<file path="config.mk">
export PLATFORM = sky130hd
export DESIGN_NAME = dma_channel_arbiter
export DESIGN_NICKNAME = d
export VERILOG_FILES = /design/src/rtl/dma_channel_arbiter.sv
export SDC_FILE = /design/constraint.sdc
export NUM_CORES = 1
export LEC_CHECK = 0
export CORE_AREA = 2 2 157 159
export CTS_BUF_LIST = sky130_fd_sc_hd__clkbuf_2 sky130_fd_sc_hd__clkbuf_4 sky130_fd_sc_hd__clkbuf_8
export CTS_CLUSTER_DIAMETER = 80
export DETAILED_ROUTE_END_ITERATION = 12
export DIE_AREA = 0 0 159 161
export DONT_BUFFER_PORTS = 1
export GPL_TIMING_DRIVEN = 0
export SYNTH_ARGS = -nofsm -noshare
export SYNTH_HDL_FRONTEND = slang
export SYNTH_SLANG_ARGS = --single-unit
</file>
<file path="constraint.sdc">
create_clock -name dma_clock_i -period 6.89 [get_ports dma_clock_i]
set_input_delay 0.3445 -clock dma_clock_i [delete_from_list [all_inputs] [get_ports dma_clock_i]]
set_output_delay 0.3445 -clock dma_clock_i [all_outputs]
set_load 0.1 [all_outputs]
</file>
<file path="src/rtl/dma_channel_arbiter.sv">
// Round-robin merge of NoC per-channel TileLink-UL masters onto one port.
// Channel index rides in the low a_source bits; D beats are routed back by decoding d_source.
module dma_channel_arbiter #(
    parameter int unsigned NoC      = 2,
    parameter int unsigned TL_RS    = 4,
    parameter int unsigned TL_AW    = 32,
    parameter int unsigned MAX_SIZE = 6
) (
    input  logic                   dma_clock_i,
    input  logic                   dma_reset_i,

    input  logic [NoC*3-1:0]       ch_a_opcode,
    input  logic [NoC*3-1:0]       ch_a_param,
    input  logic [NoC*4-1:0]       ch_a_size,
    input  logic [NoC*TL_RS-1:0]   ch_a_source,
    input  logic [NoC*TL_AW-1:0]   ch_a_address,
    input  logic [NoC*4-1:0]       ch_a_mask,
    input  logic [NoC*32-1:0]      ch_a_data,
    input  logic [NoC-1:0]         ch_a_corrupt,
    input  logic [NoC-1:0]         ch_a_valid,
    output logic [NoC-1:0]         ch_a_ready,

    output logic [NoC*3-1:0]       ch_d_opcode,
    output logic [NoC*2-1:0]       ch_d_param,
    output logic [NoC*4-1:0]       ch_d_size,
    output logic [NoC*TL_RS-1:0]   ch_d_source,
    output logic [NoC-1:0]         ch_d_denied,
    output logic [NoC*32-1:0]      ch_d_data,
    output logic [NoC-1:0]         ch_d_corrupt,
    output logic [NoC-1:0]         ch_d_valid,
    input  logic [NoC-1:0]         ch_d_ready,

    output logic [2:0]             m_a_opcode,
    output logic [2:0]             m_a_param,
    output logic [3:0]             m_a_size,
    output logic [TL_RS-1:0]       m_a_source,
    output logic [TL_AW-1:0]       m_a_address,
    output logic [3:0]             m_a_mask,
    output logic [31:0]            m_a_data,
    output logic                   m_a_corrupt,
    output logic                   m_a_valid,
    input  logic                   m_a_ready,

    input  logic [2:0]             m_d_opcode,
    input  logic [1:0]             m_d_param,
    input  logic [3:0]             m_d_size,
    input  logic [TL_RS-1:0]       m_d_source,
    input  logic                   m_d_denied,
    input  logic [31:0]            m_d_data,
    input  logic                   m_d_corrupt,
    input  logic                   m_d_valid,
    output logic                   m_d_ready,

    output logic                   bad_route_o
);

    localparam int unsigned CW = (NoC > 1) ? $clog2(NoC) : 1;
    localparam int unsigned BW = MAX_SIZE - 1;

    typedef enum logic {StIdle, StLocked} state_e;

    state_e          state_q, state_d;
    logic [CW-1:0]   owner_q, owner_d;
    logic [CW-1:0]   rr_ptr_q, rr_ptr_d;
    logic [BW-1:0]   beats_q, beats_d;
    logic            bad_route_q;

    logic [CW-1:0]   scan_idx;
    logic [CW-1:0]   scan_sel;
    logic [CW-1:0]   sel;
    logic [TL_RS-1:0] sel_src;
    logic            fire;
    logic            is_burst;
    logic [BW-1:0]   req_beats;
    logic [CW-1:0]   d_ch;
    logic            route_ok;
    logic [TL_RS-1:0] d_src_out;

    function automatic logic [CW-1:0] next_ch(input logic [CW-1:0] x);
        return (int'(x) == int'(NoC) - 1) ? '0 : x + CW'(1);
    endfunction

    // Reverse scan so the channel closest to rr_ptr wins the last assignment.
    always_comb begin
        scan_idx = '0;
        scan_sel = rr_ptr_q;
        for (int k = int'(NoC) - 1; k >= 0; k--) begin
            scan_idx = CW'((int'(rr_ptr_q) + k) % int'(NoC));
            if (ch_a_valid[scan_idx]) begin
                scan_sel = scan_idx;
            end
        end
    end

    assign sel = (state_q == StLocked) ? owner_q : scan_sel;

    assign m_a_opcode  = ch_a_opcode[int'(sel)*3 +: 3];
    assign m_a_param   = ch_a_param[int'(sel)*3 +: 3];
    assign m_a_size    = ch_a_size[int'(sel)*4 +: 4];
    assign sel_src     = ch_a_source[int'(sel)*int'(TL_RS) +: TL_RS];
    assign m_a_address = ch_a_address[int'(sel)*int'(TL_AW) +: TL_AW];
    assign m_a_mask    = ch_a_mask[int'(sel)*4 +: 4];
    assign m_a_data    = ch_a_data[int'(sel)*32 +: 32];
    assign m_a_corrupt = ch_a_corrupt[sel];
    assign m_a_valid   = ch_a_valid[sel];
    assign fire        = m_a_valid & m_a_ready;

    generate
        if (TL_RS > CW) begin : g_a_src
            logic unused_src_hi;
            assign unused_src_hi = ^sel_src[TL_RS-1 -: CW];
            assign m_a_source    = {sel_src[TL_RS-CW-1:0], sel};
        end else begin : g_a_src_narrow
            logic unused_src;
            assign unused_src = ^sel_src;
            assign m_a_source = sel;
        end
    endgenerate

    always_comb begin
        ch_a_ready = '0;
        for (int i = 0; i < int'(NoC); i++) begin
            ch_a_ready[i] = (|ch_a_valid) & m_a_ready & (sel == CW'(i));
        end
    end

    assign is_burst  = (m_a_opcode[2:1] == 2'b00) && (m_a_size > 4'd2);
    assign req_beats = is_burst ? (BW'(1) << (m_a_size - 4'd2)) : BW'(1);

    always_comb begin
        state_d  = state_q;
        owner_d  = owner_q;
        rr_ptr_d = rr_ptr_q;
        beats_d  = beats_q;
        unique case (state_q)
            StIdle: begin
                if (m_a_valid && !fire) begin
                    // A stalled request keeps the grant until it is accepted.
                    state_d = StLocked;
                    owner_d = sel;
                    beats_d = req_beats;
                end else if (fire) begin
                    if (req_beats == BW'(1)) begin
                        rr_ptr_d = next_ch(sel);
                    end else begin
                        state_d = StLocked;
                        owner_d = sel;
                        beats_d = req_beats - BW'(1);
                    end
                end
            end
            StLocked: begin
                if (fire) begin
                    if (beats_q == BW'(1)) begin
                        state_d  = StIdle;
                        rr_ptr_d = next_ch(owner_q);
                    end else begin
                        beats_d = beats_q - BW'(1);
                    end
                end
            end
            default: state_d = StIdle;
        endcase
    end

    assign d_ch = m_d_source[CW-1:0];

    generate
        if (NoC == (1 << CW)) begin : g_route_full
            assign route_ok = 1'b1;
        end else begin : g_route_partial
            assign route_ok = (d_ch < CW'(NoC));
        end
        if (TL_RS > CW) begin : g_d_src
            assign d_src_out = {{CW{1'b0}}, m_d_source[TL_RS-1:CW]};
        end else begin : g_d_src_narrow
            assign d_src_out = '0;
        end
    endgenerate

    assign ch_d_opcode  = {NoC{m_d_opcode}};
    assign ch_d_param   = {NoC{m_d_param}};
    assign ch_d_size    = {NoC{m_d_size}};
    assign ch_d_source  = {NoC{d_src_out}};
    assign ch_d_denied  = {NoC{m_d_denied}};
    assign ch_d_data    = {NoC{m_d_data}};
    assign ch_d_corrupt = {NoC{m_d_corrupt}};

    always_comb begin
        ch_d_valid = '0;
        for (int i = 0; i < int'(NoC); i++) begin
            ch_d_valid[i] = m_d_valid & route_ok & (d_ch == CW'(i));
        end
    end

    // Unroutable beats are sunk so the interconnect never deadlocks on them.
    assign m_d_ready   = route_ok ? ch_d_ready[d_ch] : 1'b1;
    assign bad_route_o = bad_route_q;

    always_ff @(posedge dma_clock_i) begin
        if (dma_reset_i) begin
            state_q     <= StIdle;
            owner_q     <= '0;
            rr_ptr_q    <= '0;
            beats_q     <= '0;
            bad_route_q <= 1'b0;
        end else begin
            state_q     <= state_d;
            owner_q     <= owner_d;
            rr_ptr_q    <= rr_ptr_d;
            beats_q     <= beats_d;
            bad_route_q <= m_d_valid & ~route_ok;
        end
    end

endmodule

</file>
==> results.ini <==
[clock_network]
htree_num_levels=1
root_buffer=clkbuf_8
ctsHoldBuffers=0
clock_path_buffers=2
cts_tree=built
clk_pin_slew_ns=0.04
cts_inserted_buffers=3
clkLatencyLatePin_ns=0.22
cts_sinks=8
cts_repair_resize_count=0
postCtsSetupRepairBufs=0

[power]
p_total_mw=1.61
worst_ir_drop_vdd_mv=0.228
cellPowerDensity_nw_per_um2=483
power_leakage_nw=1.65

[sta]
hold_viol_final=0
tightestPinTransition_ns=1.18
max_freq_mhz=174
setup_viol=0
setup-tns-final_ns=0
rsz0062_at_grt=no
min_period_ns=5.75
slew_headroom=0.212
drv_slew=0
timing.final.crit_share=0.835
skew_ns=0.000353

[yosys]
netlist_area_um2=2860
seq_area_frac_synth=0.0559
synth-seq-cells=8
yosysTopAreaCell=nand2_1
yosysMostFrequentCell=nand2_1
syn_area_per_cell_um2=5.65
synth_edf_count=0
postSynth.asyncResetShare=0
yosys.area.top_type_share=0.330
synthTopCellsByArea=nand2_1 33%, buf_4 25%, dfxtp_1 5.6%, clkbuf_1 2.2%, ha_1 2.2%
synthCells=507
ys.flop_type=dfxtp_1
synth_warnings=0
synth_common_cells=252 x nand2_1, 97 x buf_4, 17 x clkbuf_1, 10 x inv_1
synth_cell_types=65

[floorplanning]
die_area_um2=25600
coreArea_um2=24000
fp.dieW_um=159
die_y_um=161
start_util=0.119
io_pins=405
rows=57

[worst_setup_path]
critPathLaunchType=flop
crit_buf_inv=6
crit_fanout=10
cp.arrival_ns=5.90
critPathRequiredTime_ns=7.04
worst_setup_path_end_kind=flop
critPathKind=flop to flop
cp_cell_sequence=buf_4, and2_1, clkbuf_1, nor2_1, inv_1, clkbuf_1, nand2_1, nand2_1, inv_1, ha_1, inv_1, o31ai_2, o221ai_1, nand2_1, ha_1, a21boi_0, a41oi_1, a21boi_2, or4_1, a21oi_1
cp.depth=20
r2r_end=rr_ptr_q$_SDFFE_PP0P_
setup.worst_path.end=rr_ptr_q$_SDFFE_PP0P_
startpoint=state_q$_SDFF_PP0_
rr_startpoint=state_q$_SDFF_PP0_
ff2ff_setup_slack_ns=1.14
reg2reg_depth=20
critPathTopFamily=simple AND/OR/NAND/NOR gates
worst_path_max_delay_cell=nand2_1
cp_slowest_stage_delay_ns=0.62

[grt]
track_usage=0.0809
groute.layer.met1.usage=0.107
top_usage_layer=met2
overflow=0
grt_pass1_vias=2644
gr-usage-met2=0.129
grt_pass1_wl_um=15800
grt_antenna_before_repair=1
grt_max_degree=11
use_met3=0.0311

[route]
wirelength_um=12300
dr.pass1.iters=4
ant_nets=0
drc_errors=0
drt_iter0_markers=287
via_count=3377
vias_per_cell=4.03
avgRoutedWirePerCell_um=14.7

[placement]
gp_congestion=0.841
hpwl_um=10800
io_buffers=0

[layout]
post-route-util=0.139
fillers=2798
drive_gt1_frac=0.242
area_delta_synth_final_pct=16.5
final_nets=740

[status]
status=finished, final reports clean

[job]
maxCapViolCount=0

[worst_hold_path]
min_path_type=input port to flop

registers in the layout (all words and copies together) (netlist names):
register / count
rr_ptr_q: 1
beats_q: 5
state_q: 1
owner_q: 1
worst min-delay path by stage:
stage,depth (start not counted),slack (ns),end,start
after floorplan,1,0.45,owner_q$_SDFFE_PP0P_,ch_a_valid[0]
after global placement,1,0.46,owner_q$_SDFFE_PP0P_,ch_a_valid[0]
after detailed placement,1,0.46,owner_q$_SDFFE_PP0P_,ch_a_valid[0]
after CTS,1,0.22,owner_q$_SDFFE_PP0P_,ch_a_valid[0]
after global routing,1,0.22,owner_q$_SDFFE_PP0P_,ch_a_valid[0]
final,1,0.23,owner_q$_SDFFE_PP0P_,ch_a_valid[0]
per-stage QoR:
stage / cells / cell area, um2 / setup slack [ns] / hold WS, ns
floorplan: 509 / 2870 / 2.26 / 0.452
global placement: 833 / 3280 / 1.13 / 0.459
detailed placement: 833 / 3290 / 0.992 / 0.461
CTS: 836 / 3330 / 1.03 / 0.224
global route: 837 / 3330 / 0.504 / 0.225
finish: 837 / 3330 / 1.14 / 0.229
cell usage in the layout, fill, tap and decap left out, types with 3 or more instances in the layout:
master,count
nand3_1,4
ha_1,5
clkbuf_1,17
buf_1,4
conb_1,3
o211ai_1,4
o221ai_1,5
inv_1,10
dfxtp_1,8
clkbuf_8,3
a21oi_1,8
nand2b_1,5
o32ai_1,3
nor3_1,3
nor2_2,3
and2_1,3
buf_4,97
o21ai_0,6
nand2_1,252
nor2_1,6
a21boi_0,3
o211a_1,3
kinds of logic after synthesis:
group,count (synthesis),share of synthesized area
other,1,0.00131
XOR/XNOR,1,0.00306
multiplexers,3,0.0114
flip-flops,8,0.0559
adder cells (fa/ha/maj),5,0.0219
buffers and inverters,131,0.302
AO/OA/AOI/OAI,59,0.164
AND/OR/NAND/NOR,299,0.440
power by group:
group | internal [mW] | total, mW | switching (mW)
Sequential | 0.0574 | 0.0665 | 0.00915
Combinational | 0.174 | 1.49 | 1.32
Clock | 0.0377 | 0.0550 | 0.0172
area by class of cell:
cell class,count,area (um2),area share
sequential,8,160,0.0480
multi-input combinational,370,1860,0.558
buffer,120,823,0.247
tap,324,405,0.122
clock buffer,3,41.3,0.0124
inverter,11,41.3,0.0124
antenna,1,2.50,0.000750
per-layer routing:
metal,vias to the layer above,part of all wire
met3,4,0.13
li1,1560,-
met1,1534,0.40
met4,0,0.0040
met5,-,0
met2,279,0.46
worst register-to-register path: stages (launching register included):
cell and delay, ns:
dfxtp_1 0.29, buf_4 0.15, and2_1 0.15, clkbuf_1 0.18
nor2_1 0.45, inv_1 0.20, clkbuf_1 0.42, nand2_1 0.18
nand2_1 0.62, inv_1 0.23, ha_1 0.22, inv_1 0.07
o31ai_2 0.53, o221ai_1 0.30, nand2_1 0.15, ha_1 0.18
a21boi_0 0.28, a41oi_1 0.20, a21boi_2 0.22, or4_1 0.51
a21oi_1 0.13
No activity file was read; power rests on OpenSTA's default activity.
